===== config.mk =====
export PLATFORM = sky130hd
export DESIGN_NAME = uart_rx_fifo
export DESIGN_NICKNAME = d
export VERILOG_FILES = /design/src/rtl/uart_rx_fifo_pkg.sv /design/src/rtl/uart_rx_fifo_sync_fifo.sv /design/src/rtl/uart_rx_fifo.sv
export SDC_FILE = /design/constraint.sdc
export NUM_CORES = 1
export LEC_CHECK = 0
export CORE_MARGIN = 1.5
export CORE_UTILIZATION = 59
export DETAILED_ROUTE_END_ITERATION = 8
export PLACE_DENSITY_LB_ADDON = 0.08
export RECOVER_POWER = 50
export SLEW_MARGIN = 20
export SYNTH_ARGS = -nofsm -noshare
export SYNTH_HDL_FRONTEND = slang
export SYNTH_SLANG_ARGS = --single-unit

===== constraint.sdc =====
create_clock -name clk -period 4 [get_ports clk]
set_clock_uncertainty 0.15 [all_clocks]
set_input_delay 0.8 -clock clk [delete_from_list [all_inputs] [get_ports clk]]
set_output_delay 0.8 -clock clk [all_outputs]
set_load 0.02 [all_outputs]

===== src/rtl/uart_rx_fifo_pkg.sv =====
// Shared encodings for the UART receiver: parity modes, deserialiser states,
// error-flag bit positions and the parity check helper.
package uart_pkg;

   localparam logic [1:0] PAR_NONE = 2'b00;
   localparam logic [1:0] PAR_ODD  = 2'b01;
   localparam logic [1:0] PAR_EVEN = 2'b10;
   localparam logic [1:0] PAR_MARK = 2'b11;

   localparam int ERR_PARITY = 0;
   localparam int ERR_FRAME  = 1;

   typedef enum logic [2:0] {
      ST_IDLE,
      ST_START,
      ST_DATA,
      ST_PARITY,
      ST_STOP1,
      ST_STOP2
   } rx_state_t;

   // data_xor is the XOR of all payload bits; pbit is the received parity bit.
   function automatic logic parity_err(input logic [1:0] mode, input logic data_xor,
                                       input logic pbit);
      case (mode)
         PAR_ODD:  return !(data_xor ^ pbit);
         PAR_EVEN: return data_xor ^ pbit;
         PAR_MARK: return !pbit;
         default:  return 1'b0;
      endcase
   endfunction

endpackage


===== src/rtl/uart_rx_fifo_sync_fifo.sv =====
// Synchronous FIFO with registered storage and a valid/ready read side.
// A push while full is accepted only when the head is popped in the same cycle.
module sync_fifo #(
   parameter int WIDTH = 10,
   parameter int DEPTH = 4
) (
   input  logic             clk,
   input  logic             rst,
   input  logic             push,
   input  logic [WIDTH-1:0] din,
   output logic [WIDTH-1:0] dout,
   output logic             valid,
   input  logic             ready,
   output logic             full,
   output logic             empty
);
   localparam int AW = $clog2(DEPTH);

   logic [WIDTH-1:0] mem [DEPTH];
   logic [AW-1:0]    wr_ptr;
   logic [AW-1:0]    rd_ptr;
   logic [AW:0]      count;
   logic             pop;
   logic             wr_en;

   assign empty = (count == '0);
   assign full  = (count == (AW+1)'(DEPTH));
   assign valid = !empty;
   assign dout  = mem[rd_ptr];
   assign pop   = valid & ready;
   assign wr_en = push & (!full | pop);

   always_ff @(posedge clk) begin
      if (rst) begin
         for (int i = 0; i < DEPTH; i++) mem[i] <= '0;
         wr_ptr <= '0;
         rd_ptr <= '0;
         count  <= '0;
      end else begin
         if (wr_en) begin
            mem[wr_ptr] <= din;
            wr_ptr      <= wr_ptr + 1'b1;
         end
         if (pop) rd_ptr <= rd_ptr + 1'b1;
         case ({wr_en, pop})
            2'b10:   count <= count + 1'b1;
            2'b01:   count <= count - 1'b1;
            default: count <= count;
         endcase
      end
   end

endmodule


===== src/rtl/uart_rx_fifo.sv =====
// UART receiver with configurable framing and an output FIFO.
// Define UART_RX_MAJORITY_EN to take each bit as a 2-of-3 vote around mid-bit.
//
// state  | meaning
// IDLE   | line idle, waiting for a falling edge on rx_s
// START  | start bit; a high mid-bit sample aborts as a false start
// DATA   | shifting payload bits, LSB first
// PARITY | checking the parity bit against the latched mode
// STOP1  | first stop bit; pushes at mid-bit unless two stop bits are latched
// STOP2  | second stop bit; pushes at mid-bit
module uart_rx_fifo
   import uart_pkg::*;
#(
   parameter int CLK_FREQ   = 100_000_000,
   parameter int BODE_RATE  = 115_200,
   parameter int DATA_BITS  = 8,
   parameter int FIFO_DEPTH = 4
) (
   input  logic                 clk,
   input  logic                 rst,
   input  logic                 rx,
   input  logic [1:0]           rx_ctrl,
   input  logic                 rx_stop2,
   output logic [DATA_BITS-1:0] rx_data,
   output logic [1:0]           rx_err,
   output logic                 rx_data_valid,
   input  logic                 rx_ready,
   output logic                 rx_overrun,
   input  logic                 rx_overrun_clr,
   output logic                 rx_busy
);
   localparam int CLKS_PER_BIT = CLK_FREQ / BODE_RATE;
   localparam int MID          = CLKS_PER_BIT / 2;
   localparam int CW           = $clog2(CLKS_PER_BIT);
   localparam int BW           = $clog2(DATA_BITS);
   localparam int WIDTH        = DATA_BITS + 2;
`ifdef UART_RX_MAJORITY_EN
   localparam int SAMPLE_AT    = MID + 1;
`else
   localparam int SAMPLE_AT    = MID;
`endif

   rx_state_t            state;
   logic                 rx_meta, rx_s, rx_s_d;
   logic [CW-1:0]        cnt;
   logic [BW-1:0]        bit_idx;
   logic [DATA_BITS-1:0] shreg;
   logic [1:0]           ctrl_l;
   logic                 stop2_l;
   logic                 perr, ferr;
   logic                 bit_val, sample, bit_end, push, frame_ferr;
   logic [WIDTH-1:0]     entry, head;
   logic                 fifo_full, fifo_empty;

`ifdef UART_RX_MAJORITY_EN
   logic rx_s_dd;
   // rx_s_dd, rx_s_d, rx_s hold the line at mid-1, mid, mid+1 when cnt == mid+1
   assign bit_val = (rx_s_dd & rx_s_d) | (rx_s_dd & rx_s) | (rx_s_d & rx_s);
   always_ff @(posedge clk) begin
      if (rst) rx_s_dd <= 1'b1;
      else     rx_s_dd <= rx_s_d;
   end
`else
   assign bit_val = rx_s;
`endif

   assign sample     = (cnt == CW'(SAMPLE_AT));
   assign bit_end    = (cnt == CW'(CLKS_PER_BIT - 1));
   assign frame_ferr = ferr | !bit_val;
   assign push       = sample && ((state == ST_STOP2) || (state == ST_STOP1 && !stop2_l));
   assign rx_busy    = (state != ST_IDLE);

   always_comb begin
      entry                         = '0;
      entry[DATA_BITS-1:0]          = shreg;
      entry[DATA_BITS + ERR_PARITY] = perr;
      entry[DATA_BITS + ERR_FRAME]  = frame_ferr;
   end

   always_ff @(posedge clk) begin
      if (rst) begin
         rx_meta <= 1'b1;
         rx_s    <= 1'b1;
         rx_s_d  <= 1'b1;
         state   <= ST_IDLE;
         cnt     <= '0;
         bit_idx <= '0;
         shreg   <= '0;
         ctrl_l  <= PAR_NONE;
         stop2_l <= 1'b0;
         perr    <= 1'b0;
         ferr    <= 1'b0;
      end else begin
         rx_meta <= rx;
         rx_s    <= rx_meta;
         rx_s_d  <= rx_s;
         cnt     <= bit_end ? '0 : cnt + 1'b1;
         case (state)
            ST_IDLE: begin
               cnt <= '0;
               if (rx_s_d && !rx_s) state <= ST_START;
            end
            ST_START: begin
               if (bit_end) begin
                  state   <= ST_DATA;
                  ctrl_l  <= rx_ctrl;
                  stop2_l <= rx_stop2;
                  bit_idx <= '0;
                  perr    <= 1'b0;
                  ferr    <= 1'b0;
               end
               // the false-start abort must win if sample and bit end coincide
               if (sample && bit_val) state <= ST_IDLE;
            end
            ST_DATA: begin
               if (sample) shreg <= {bit_val, shreg[DATA_BITS-1:1]};
               if (bit_end) begin
                  if (bit_idx == BW'(DATA_BITS - 1))
                     state <= (ctrl_l != PAR_NONE) ? ST_PARITY : ST_STOP1;
                  else
                     bit_idx <= bit_idx + 1'b1;
               end
            end
            ST_PARITY: begin
               if (sample) perr <= parity_err(ctrl_l, ^shreg, bit_val);
               if (bit_end) state <= ST_STOP1;
            end
            ST_STOP1: begin
               if (sample) ferr <= frame_ferr;
               if (bit_end && stop2_l) state <= ST_STOP2;
               if (sample && !stop2_l) state <= ST_IDLE;
            end
            ST_STOP2: begin
               if (sample) state <= ST_IDLE;
            end
            default: state <= ST_IDLE;
         endcase
      end
   end

   always_ff @(posedge clk) begin
      if (rst)
         rx_overrun <= 1'b0;
      else if (push && fifo_full && !(!fifo_empty && rx_ready))
         rx_overrun <= 1'b1;
      else if (rx_overrun_clr)
         rx_overrun <= 1'b0;
   end

   sync_fifo #(
      .WIDTH (WIDTH),
      .DEPTH (FIFO_DEPTH)
   ) u_fifo (
      .clk   (clk),
      .rst   (rst),
      .push  (push),
      .din   (entry),
      .dout  (head),
      .valid (rx_data_valid),
      .ready (rx_ready),
      .full  (fifo_full),
      .empty (fifo_empty)
   );

   assign rx_data = head[DATA_BITS-1:0];
   assign rx_err  = head[WIDTH-1:DATA_BITS];

endmodule


# Yosys cells after proc, flatten, opt, wreduce, memory -nomap -nowiden
# Memory sizes are Yosys's and may differ from the RTL's. A register that Yosys moved wholly into a read port is not among the register bits.
# Index checks and enable logic that the tools add are counted.
[word_totals] input_bits=8 ff_bits=40 mem_count=1 output_inout_bits=13 mem_bits_rw=40
[op_classes] reduce_logical=34 n_eq_ne=25 n_addsub=6 mux=34 n_bitwise=5
[memory_table] memory="u_fifo.mem" depth=4 width=10 rd=1 rd_clocked_by_memory_dff=1 wr=4 line="uart_rx_fifo_sync_fifo.sv:19" rtl="logic [WIDTH-1:0] mem [DEPTH];"
[ops] op="2-to-1 mux 3 bit" count=13
[ops] op="inequality test 2 bit (second input constant)" count=9
[ops] op="case mux 3 bit (6 select lines)" count=1
[ops] op="== test 3 bit (second input constant)" count=4
[ops] op="case mux 3 bit (2 select lines)" count=2
[ops] op="nonzero test 2 bit" count=6
[ops] op="2-to-1 mux 1 bit" count=11
[ops] op="adder 10 x 1 -> 10 bit (second input constant)" count=1
[ops] op="== test 10 bit (second input constant)" count=1
[ops] op="== test 10 x 9 -> 1 bit (second input constant)" count=1
[ops] op="2-to-1 mux 10 bit" count=1
[ops] op="OR reduction 10 bit" count=1
[ops] op="logical AND 1 bit" count=9
[ops] op="parity 8 bit" count=1
[ops] op="AND reduction 7 bit" count=1
[ops] op="adder 3 x 1 -> 3 bit (second input constant)" count=2
[ops] op="== test 2 bit (second input constant)" count=3
[ops] op="== test 3 x 2 -> 1 bit (second input constant)" count=2
[ops] op="logical NOT 1 bit" count=6
[ops] op="logical NOT 3 bit" count=2
[ops] op="2-to-1 mux 2 bit" count=3
[ops] op="AND reduction 3 bit" count=2
[ops] op="adder 2 x 1 -> 2 bit (second input constant)" count=2
[ops] op="== test 2 x 1 -> 1 bit (second input constant)" count=2
[ops] op="other kinds (14)" count=18

# Logic depth before layout (Yosys ltp)
# Gate-level depths: netlist of run 1.
[logic_depth] depth_word=10 depth_mapped=11 mapped_depth_nobuf=10

# Modules after synthesis
# A second synthesis of run 1 with hierarchy kept.
[hier_totals] cells_unflattened=354 hier_area_um2=3896.2
[by_module_without_submodules] module="sync_fifo" cells_each=151 n_inst=1 area_each_um2=2227.1
[by_module_without_submodules] module="uart_rx_fifo" cells_each=203 n_inst=1 area_each_um2=1669.1

# Worst setup path after synthesis of run 1
# No wires, ideal clock.
[synth_timing] kind="input-to-reg" from="input rx_ready" to="register u_fifo.count[2]" required_time_ns=3.730 cell_stages=7 t_arrival_ns=2.360 setup_slack_ns=1.370 path_cell_list="and2_1 clkbuf_1 nand2_1 fa_1 or3_1 and3_1 o31a_1"
[synth_via] elab_chain_len=5 word_cells_on_any_way=7
[synth_lines] element="start, declared" line="uart_rx_fifo.sv:27" rtl="input logic rx_ready,"
[synth_lines] element="bitwise AND 1 bit (*)" line="uart_rx_fifo_sync_fifo.sv:30" rtl="assign pop = valid & ready;"
[synth_lines] element="bitwise OR 1 bit" line="uart_rx_fifo_sync_fifo.sv:31" rtl="assign wr_en = push & (!full | pop);"
[synth_lines] element="bitwise AND 1 bit" line="uart_rx_fifo_sync_fifo.sv:31"
[synth_lines] element="== test 2 x 1 -> 1 bit / == test 2 bit (equally long branches)" line="uart_rx_fifo_sync_fifo.sv:45" rtl="case ({wr_en, pop})"
[synth_lines] element="case mux 3 bit (2 select lines) / nonzero test 2 bit (equally long branches)"
[synth_lines] element="end signal, assigned" line="uart_rx_fifo_sync_fifo.sv:46" rtl="2'b10: count <= count + 1'b1;"
[synth_lines] element="end signal, assigned" line="uart_rx_fifo_sync_fifo.sv:47" rtl="2'b01: count <= count - 1'b1;"
[synth_lines] element="end signal, assigned" line="uart_rx_fifo_sync_fifo.sv:48" rtl="default: count <= count;"
[synth_lines] element="end, declared" line="uart_rx_fifo_sync_fifo.sv:22" rtl="logic [AW:0] count;"
# Every way passes the cells marked *; elsewhere a longest branch is shown, timed or not.
# A chain may end at the register's enable or synchronous reset.

# Worst setup path in the final report of run 1
[layout_timing] from="input rst" to="register cnt[8]"
[layout_via] elab_chain_len=1
[layout_lines] element="start, declared" line="uart_rx_fifo.sv:20" rtl="input logic rst,"
[layout_lines] element="OR reduction 3 bit (no source line)"
[layout_lines] element="end signal, assigned" line="uart_rx_fifo.sv:97" rtl="cnt <= bit_end ? '0 : cnt + 1'b1;"
[layout_lines] element="end, declared" line="uart_rx_fifo.sv:45" rtl="logic [CW-1:0] cnt;"
# Every way passes these cells.

==> impl_metrics.csv, run 1 <==
group,metric,value,unit
status,run_status,"completed",
synthesis,synth-edff-count,40,
run,timing.max_cap.violations,0,
synthesis,synth_top_cell_area_share,0.316,
clock_network,largest_buffer_count_on_any_clock_path,2,
clock_network,cts_resized,0,
final_layout,mostFrequentLayoutCells,"sky130_fd_sc_hd__dfxtp_1 (42), sky130_fd_sc_hd__edfxtp_1 (40), sky130_fd_sc_hd__nor2_1 (33)",
timing,fin_ws,0.607,ns
timing,grt_setup_unrepaired,"no",
place,detailed_place_hpwl,4950,um
clock_network,cts_post_setup_buffers_inserted,0,
timing,maxClockFrequency,295,MHz
synthesis,synth-main-ff-cell,"sky130_fd_sc_hd__dfxtp_1",
clock_network,clk_root_buffer_cell,"sky130_fd_sc_hd__clkbuf_8",
floorplanning,initial_utilization,0.605,
synthesis,synth_mux_area_frac,0.0778,
place,portBuffers,20,
critical_path,worst-endpoint-required,4.06,ns
timing,period_needed,3.39,ns
critical_path,worstSetupPathType,"in -> reg",
place,dpl-instance-area,4070,um^2
floorplanning,dieArea,6930,um^2
power,vdd.ir_drop.worst,0.225,mV
route,drt_drc_violations_left,0,
synthesis,synth_warn,0,
synthesis,post_synth_main_area_contributors,"sky130_fd_sc_hd__edfxtp_1 (32%), sky130_fd_sc_hd__dfxtp_1 (22%), sky130_fd_sc_hd__and2_1 (6.4%)",
floorplanning,core_area,6280,um^2
timing,setup_tns,0,ns
route,avgViaCountPerCell,5.57,
synthesis,synth_simple_gate_area_frac,0.221,
final_layout,layout-drive-gt1-share,0.109,
global_route,grt.total_usage,0.211,
final_layout,nNetsFinal,375,
clock_network,cts_sinks,82,
synthesis,yosys.cell_types.count,52,
synthesis,synthesis.area_per_instance,11.2,um^2
timing,final-setup-viol-count,0,
timing,final.hold.worst_slack,0.269,ns
synthesis,syn_inst,340,
min_path,hold_path.class,"reg -> reg",
global_route,grt_max_degree,37,
power,cellLeakagePower,1.44,nW
synthesis,post_synth_instance_area,3800,um^2
global_route,grt_pass1_vias,2446,
place,weighted_congestion_reported_at_the_end_of_routability_driven_placement,0.850,
route,wl_per_cell,15.6,um
power,powerDensity,392,nW/um^2
timing,worst_slew_pin_slew,1.47,ns
critical_path,critPathMaxFanout,36,
timing,final-max-slew-violation-count,0,
floorplanning,placement_rows,29,
place,preCtsSetupSlack,0.804,ns
synthesis,post_synthesis_adder_cell_area_fraction,0.0185,
clock_network,tritoncts,"built",
global_route,grt-ovfl-total,0,
clock_network,clock_latency,0.35,ns
final_layout,post_layout_nonfiller_instances,444,
critical_path,end_kind,"flip-flop",
synthesis,synth_top_family_by_area,"simple AND/OR/NAND/NOR gates",
final_layout,final_common_cell,"sky130_fd_sc_hd__dfxtp_1",
route,vias,2475,
floorplanning,fp.dieW,83.2,um
critical_path,timing.critical_path.from_type,"primary input",
floorplanning,io_pins,21,
route,ant_nets,0,
route,initialDrtViolationCount,150,
floorplanning,die_h,83.2,um
clock_network,hold_buffers,0,
route,route.final.wire_length,6930,um
synthesis,post_synthesis_compound_gate_area_fraction,0.0708,
clock_network,cts_buffers,9,
synthesis,synth_xor_xnor_area_share,0.0461,
global_route,grt_pass1_wl,11400,um
final_layout,num_antenna_cells,0,
critical_path,timing.critical_path.arrival,3.45,ns
clock_network,cts.clk_slew.worst_paths,0.09,ns
timing,finalCritPeriodShare,0.848,
synthesis,number_of_flip_flops_and_latches_in_the_synthesized_netlist,82,
synthesis,mappedNetlistNets,353,
synthesis,netlist.top_cell.by_area,"sky130_fd_sc_hd__edfxtp_1",
final_layout,final_area,4250,um^2
final_layout,n_fill_cell,497,
final_layout,syn_to_final_growth,11.9,%
global_route,number_of_antenna_violations_at_the_first_check_in_global_routing,0,
route,firstDrtPassIters,4,
place,dp.cells,428,
final_layout,layout.core_utilization,0.677,
synthesis,seq_area_frac_synth,0.538,
power,power,1.67,mW
synthesis,asyncSetResetFlopFracSynth,0,
clock_network,cts-htree-levels,3,
timing,maxSlewHeadroom,0.0196,
timing,final_hold_viol_count,0,
cells in the mapped netlist, drive strengths merged (6+ instances only):
| cell | number |
|---|---|
| and2 | 39 |
| nor3 | 7 |
| clkbuf | 12 |
| xor2 | 6 |
| dfxtp | 42 |
| or2 | 8 |
| mux2i | 7 |
| mux4 | 10 |
| inv | 8 |
| o21ai | 13 |
| nand2 | 22 |
| nor2 | 33 |
| edfxtp | 40 |
| xnor2 | 14 |
| a21oi | 17 |
| nand3 | 6 |
state kept, by name, summed over array words and instances, names as in the netlist, 2 cells and up, named ones only:
register,cells
u_fifo.count,3
ctrl_l,2
u_fifo.rd_ptr,2
bit_idx,3
cnt,10
state,3
shreg,8
u_fifo.wr_ptr,2
u_fifo.mem,40
area by class of cell:
class	count	area, um^2	area share
Sequential cell	82	2040	0.480
Multi-Input combinational cell	234	1640	0.386
Timing Repair Buffer	27	234	0.0550
Clock buffer	10	138	0.0324
Tap cell	77	96.3	0.0227
Clock inverter	6	71.3	0.0168
Inverter	8	30.0	0.00707
worst paths after layout:
path,from,to,cells past startpoint,slack [ns]
setup / recovery,rst,cnt[8],5,0.61
setup reg to reg,cnt[0],u_fifo.count[2],10,1.09
hold / removal,rx_meta,bit_val,1,0.27
hold reg to reg,rx_meta,bit_val,1,0.27
routing by layer:
| layer | track usage | vias to the layer above | wire length (um) |
|---|---|---|---|
| met2 | 0.349 | 40 | 3430 |
| met5 | 0 | - | 0 |
| li1 | - | 1245 | - |
| met3 | 0.0417 | 11 | 205 |
| met4 | 0.0864 | 0 | 117 |
| met1 | 0.274 | 1179 | 3180 |
cells by family after synthesis:
| family | Yosys count |
|---|---|
| and+or+nand+nor | 147 |
| AOI/OAI and AO/OA | 45 |
| buffers and inverters | 24 |
| adders and majority gates | 5 |
| xor gates and xnor gates | 20 |
| muxes | 17 |
| DFF | 82 |
power by group:
part	internal, mW	switching (mW)	leakage, nW
logic	0.0479	0.0709	0.608
clock network	0.312	0.312	0.0999
registers	0.903	0.0218	0.734
worst max-delay path, stage by stage:
cell,delay (ns)
sky130_fd_sc_hd__clkdlybuf4s50_1,0.53
sky130_fd_sc_hd__clkbuf_1,1.09
sky130_fd_sc_hd__inv_1,0.40
sky130_fd_sc_hd__o211ai_1,0.50
sky130_fd_sc_hd__nor2_1,0.12
No activity file was read; power rests on OpenSTA's default activity.
==> run 2: changes to the inputs <==
- CORE_UTILIZATION: 59 -> 53
- clock period: 4 -> 2.7 ns (I/O delays scaled with it)
==> run 2 against run 1 <==
Worst setup slack lost 0.49 ns. First-iteration DRC count shrank 13%. Clock-buffer cell count grew 1. Worst hold slack gained 0.0024 ns. Combinational power grew 64%. Critical endpoint is now u_fifo.count[2]. Highest routed layer unchanged.
==> impl_metrics.csv, run 2 (synthesis results as in run 1) <==
group,metric,value,unit
status,run_status,"completed",
power,pwr-share-clk,0.356,
critical_path,r2r_setup_slack,0.12,ns
floorplanning,dieArea,7680,um^2
final_layout,layout-drive-gt1-share,0.139,
power,comb_power_share,0.081,
route,initialDrtViolationCount,130,
floorplanning,fp.dieW,87.6,um
min_path,hold_path.class,"reg -> reg",
clock_network,cts-htree-levels,3,
critical_path,path_delay_family,"simple AND/OR/NAND/NOR gates",
global_route,grt_pass1_wl,12000,um
place,detailed_place_hpwl,4960,um
final_layout,largest_register_ff_count,40,
floorplanning,io_pins,21,
final_layout,post_layout_nonfiller_instances,476,
route,ant_nets,0,
timing,fin_ws,0.118,ns
clock_network,clk_root_buffer_cell,"sky130_fd_sc_hd__clkbuf_8",
clock_network,cts_resized,2,
floorplanning,placement_rows,30,
floorplanning,initial_utilization,0.553,
clock_network,cts_post_setup_buffers_inserted,0,
route,wl_per_cell,14.9,um
final_layout,max_flop_register,"u_fifo.mem",
final_layout,mostFrequentLayoutCells,"sky130_fd_sc_hd__dfxtp_1 (42), sky130_fd_sc_hd__edfxtp_1 (40), sky130_fd_sc_hd__nor2_1 (33)",
global_route,grt_pass1_vias,2471,
route,drt_drc_violations_left,0,
final_layout,syn_to_final_growth,14.0,%
floorplanning,core_area,6870,um^2
floorplanning,die_h,87.6,um
power,power.share.switching,0.236,
timing,period_needed,2.58,ns
timing,finalCritPeriodShare,0.956,
route,route.final.wire_length,7100,um
run,timing.max_cap.violations,0,
final_layout,biggestRegsByFlops,"u_fifo.mem x40, cnt x10, shreg x8",
final_layout,num_antenna_cells,0,
clock_network,tritoncts,"built",
timing,final-setup-viol-count,0,
clock_network,cts_sinks,82,
place,preCtsSetupSlack,-0.110,ns
final_layout,final_common_cell,"sky130_fd_sc_hd__dfxtp_1",
clock_network,clock_latency,0.34,ns
power,seqPwrFrac,0.562,
global_route,grt-ovfl-total,0,
timing,maxSlewHeadroom,0.493,
critical_path,end_kind,"flip-flop",
route,avgViaCountPerCell,5.25,
timing,maxClockFrequency,387,MHz
power,powerDensity,556,nW/um^2
final_layout,n_fill_cell,578,
global_route,grt_max_degree,21,
critical_path,timing.critical_path.arrival,2.67,ns
clock_network,cts_buffers,9,
critical_path,cp_slowest_cell,"sky130_fd_sc_hd__dfxtp_1",
critical_path,critical_path.cell_chain,"inv_1 -> ha_1 -> and4b_4 -> nand3_4 -> or2_1 -> nand2_1 -> fa_1 -> or3_1 -> and3_1 -> o31a_1",
power,p_sw,0.568,mW
timing,grt_setup_unrepaired,"no",
timing,final-max-slew-violation-count,0,
critical_path,timing.critical_path.from_type,"flip-flop",
power,vdd.ir_drop.worst,0.396,mV
clock_network,cts.clk_slew.worst_paths,0.08,ns
critical_path,worst_path_bufs_invs,1,
power,cellLeakagePower,1.52,nW
power,power.internal,1.84,mW
critical_path,critPathMaxFanout,4,
timing,worst_slew_pin_slew,0.756,ns
place,portBuffers,20,
critical_path,worst-endpoint-required,2.78,ns
place,weighted_congestion_reported_at_the_end_of_routability_driven_placement,0.901,
final_layout,nNetsFinal,388,
place,dp.cells,460,
clock_network,largest_buffer_count_on_any_clock_path,2,
route,firstDrtPassIters,4,
critical_path,critical_path.max_stage_delay,0.38,ns
route,vias,2500,
global_route,number_of_antenna_violations_at_the_first_check_in_global_routing,0,
clock_network,hold_buffers,0,
global_route,grt.total_usage,0.208,
timing,final_hold_viol_count,0,
critical_path,worstSetupPathType,"reg -> reg",
==> run 2: stage by stage <==
stage,util,cell area [um^2],total power [mW],TNS (ns),hold WS (ns)
final,0.630,4330,2.41,0,0.271
after global routing,0.630,4330,2.50,0,0.305
after CTS,0.638,4380,2.44,0,0.274
after detailed placement,0.610,4190,1.59,-0.749,0.253
after global placement,0.610,4190,1.59,-0.523,0.249
after floorplan,-,3800,1.51,0,0.239
==> run 2: path summary, 6_finish.rpt <==
check	startpoint	endpoint	cells after the start
max reg2reg	cnt[0]	u_fifo.count[2]	10
max	cnt[0]	u_fifo.count[2]	10
min	rx_meta	bit_val	1
min reg2reg	rx_meta	bit_val	1
==> run 2: final cells by class <==
type                       instances  area, um^2  area share
sequential                        82        2040       0.472
multi-input combinational        234        1650       0.382
clock inverter                     5        56.3      0.0130
tap                               96         120      0.0277
timing repair buffer              40         297      0.0685
inverter                           8        30.0     0.00694
clock buffer                      11         131      0.0303
==> run 2: power groups by stage <==
stage,registers (mW),logic [mW],clock network [mW]
finish,1.35,0.195,0.858
floorplan,1.38,0.131,0
global placement,1.38,0.204,0
CTS,1.35,0.205,0.877
global route,1.36,0.220,0.921
detailed placement,1.38,0.204,0
==> run 2: worst register-to-register path, cell delays in order (launching register included) <==
cell and delay (ns):
sky130_fd_sc_hd__dfxtp_1 0.38, sky130_fd_sc_hd__inv_1 0.06, sky130_fd_sc_hd__ha_1 0.20, sky130_fd_sc_hd__and4b_4 0.23
sky130_fd_sc_hd__nand3_4 0.07, sky130_fd_sc_hd__or2_1 0.12, sky130_fd_sc_hd__nand2_1 0.07, sky130_fd_sc_hd__fa_1 0.38
sky130_fd_sc_hd__or3_1 0.38, sky130_fd_sc_hd__and3_1 0.18, sky130_fd_sc_hd__o31a_1 0.28
==> run 2: metal layers <==
layer | wire, um | GRT usage | up-vias
met5 | 0 | 0 | -
met4 | 143 | 0.0866 | 0
met3 | 185 | 0.0349 | 12
met2 | 3440 | 0.352 | 42
met1 | 3330 | 0.264 | 1171
li1 | - | - | 1275
==> run 3: changes to the inputs <==
- CTS_BUF_LIST: unset -> sky130_fd_sc_hd__clkbuf_4 sky130_fd_sc_hd__clkbuf_8 sky130_fd_sc_hd__clkbuf_16
==> run 3 against run 2 <==
Clock-buffer cell count stayed put. Combinational power barely moved. Utilization increased by 0.11 points. Final area up 0.17%. Worst hold slack barely moved. Maximum frequency barely moved. Critical path depth did not move. First-iteration DRC count grew 4.6%. Worst setup slack is essentially flat. Critical path type unchanged. Largest cell class unchanged. Largest power group unchanged.
==> impl_metrics.csv, run 3 (synthesis results as in run 1) <==
group,metric,value,unit
floorplanning,placement_rows,30,
power,cellLeakagePower,1.53,nW
final_layout,final_common_cell,"sky130_fd_sc_hd__dfxtp_1",
final_layout,max_flop_register,"u_fifo.mem",
timing,final-setup-viol-count,0,
timing,maxClockFrequency,387,MHz
floorplanning,fp.dieW,87.6,um
critical_path,worstReg2RegStart,"cnt[0]",
floorplanning,initial_utilization,0.553,
global_route,number_of_antenna_violations_at_the_first_check_in_global_routing,0,
route,vias,2504,
floorplanning,io_pins,21,
clock_network,clock_latency,0.35,ns
power,powerDensity,560,nW/um^2
place,preCtsSetupSlack,-0.110,ns
global_route,grt_pass1_vias,2475,
critical_path,critical_path.cell_chain,"inv_1 -> ha_1 -> and4b_4 -> nand3_4 -> or2_1 -> nand2_1 -> fa_1 -> or3_1 -> and3_1 -> o31a_1",
floorplanning,core_area,6870,um^2
place,detailed_place_hpwl,4960,um
final_layout,biggestRegsByFlops,"u_fifo.mem x40, cnt x10, shreg x8",
global_route,grt-ovfl-total,0,
final_layout,layout-drive-gt1-share,0.145,
critical_path,cp_slowest_cell,"sky130_fd_sc_hd__dfxtp_1",
power,power,2.43,mW
timing,finalCritPeriodShare,0.957,
power,power.internal,1.86,mW
power,pwr-share-clk,0.362,
power,comb_power_share,0.080,
route,firstDrtPassIters,4,
clock_network,clk_root_buffer_cell,"sky130_fd_sc_hd__clkbuf_8",
final_layout,n_fill_cell,578,
final_layout,post_layout_nonfiller_instances,476,
timing,period_needed,2.58,ns
route,avgViaCountPerCell,5.26,
critical_path,end_kind,"flip-flop",
route,wl_per_cell,14.9,um
final_layout,num_antenna_cells,0,
critical_path,worstSetupPathType,"reg -> reg",
final_layout,nNetsFinal,388,
global_route,grt.total_usage,0.208,
critical_path,worst-endpoint-required,2.79,ns
power,vdd.ir_drop.worst,0.397,mV
route,route.final.wire_length,7110,um
timing,maxSlewHeadroom,0.492,
timing,final_hold_viol_count,0,
clock_network,cts_buffers,9,
global_route,grt_pass1_wl,11900,um
final_layout,layout.core_utilization,0.631,
final_layout,regArea,2040,um^2
final_layout,syn_to_final_growth,14.2,%
critical_path,critPathMaxFanout,4,
route,ant_nets,0,
timing,worst_slew_pin_slew,0.758,ns
clock_network,tritoncts,"built",
clock_network,cts_sinks,82,
critical_path,timing.critical_path.arrival,2.67,ns
route,drt_drc_violations_left,0,
clock_network,cts_post_setup_buffers_inserted,0,
place,portBuffers,20,
route,initialDrtViolationCount,136,
place,dp.cells,460,
min_path,hold_path.class,"reg -> reg",
timing,grt_setup_unrepaired,"no",
critical_path,timing.critical_path.from_type,"flip-flop",
timing,fin_ws,0.117,ns
min_path,worst_hold_startpoint,"rx_meta",
floorplanning,dieArea,7680,um^2
critical_path,critPathLaunch,"cnt[0]",
final_layout,multi_input_comb_area,1650,um^2
clock_network,cts.clk_slew.worst_paths,0.08,ns
critical_path,critical_path.max_stage_delay,0.38,ns
clock_network,largest_buffer_count_on_any_clock_path,2,
clock_network,cts-htree-levels,3,
place,weighted_congestion_reported_at_the_end_of_routability_driven_placement,0.901,
global_route,grt_max_degree,21,
power,p_sw,0.570,mW
run,timing.max_cap.violations,0,
floorplanning,die_h,87.6,um
final_layout,largest_register_ff_count,40,
clock_network,hold_buffers,0,
power,power.share.switching,0.235,
status,run_status,"completed",
final_layout,mostFrequentLayoutCells,"sky130_fd_sc_hd__dfxtp_1 (42), sky130_fd_sc_hd__edfxtp_1 (40), sky130_fd_sc_hd__nor2_1 (33)",
power,seqPwrFrac,0.557,
timing,final-max-slew-violation-count,0,
[run 3: cell types whose count changed in the layout (fill, tap and decap cells not counted)]
cell / before / now
sky130_fd_sc_hd__clkbuf_1: 14 / 12
sky130_fd_sc_hd__clkbuf_4: 1 / 3
[run 3: final timing paths]
kind | end | slack, ns | cells after the start
setup / recovery | u_fifo.count[2] | 0.12 | 10
hold / removal | bit_val | 0.27 | 1
setup reg to reg | u_fifo.count[2] | 0.12 | 10
hold reg to reg | bit_val | 0.27 | 1
[run 3: routing by layer]
layer,part of all wire,global-route usage
met2,0.49,0.352
met5,0,0
met1,0.46,0.264
met4,0.018,0.0866
met3,0.029,0.0349
[run 3: final cells by class]
type,instances,share of cell area
multi-input combinational,234,0.381
timing repair buffer,40,0.0684
sequential,82,0.471
tap,96,0.0277
inverter,8,0.00692
clock inverter,5,0.0130
clock buffer,11,0.0320
[run 3: per-stage QoR]
| step | instance area [um^2] | TNS (ns) | hold WS [ns] |
|---|---|---|---|
| floorplan | 3800 | 0 | 0.239 |
| CTS | 4390 | 0 | 0.274 |
| global placement | 4190 | -0.523 | 0.249 |
| finish | 4340 | 0 | 0.271 |
| global route | 4340 | 0 | 0.305 |
| detailed placement | 4190 | -0.749 | 0.253 |
[run 3: critical path: cells and delay by family, from the launching register on]
family | cells | cell delay, ns
AOI/OAI and AO/OA | 1 | 0.28
and+or+nand+nor | 6 | 1.04
buffers and inverters | 1 | 0.06
adders and majority gates | 2 | 0.58
DFF | 1 | 0.38
[run 3: power groups by stage]
stage	Clock (mW)	Sequential [mW]	Combinational [mW]
2_1_floorplan	0	1.38	0.131
3_3_place_gp	0	1.38	0.204
3_5_place_dp	0	1.38	0.204
4_1_cts	0.897	1.35	0.205
5_1_grt	0.940	1.36	0.220
6_report	0.880	1.35	0.195
[run 3: what timing repair did]
item                                   in CTS  in global routing
endpoints found under the hold margin       0                  0
setup endpoints to repair                  10                  9
gates resized for setup                     2                  9
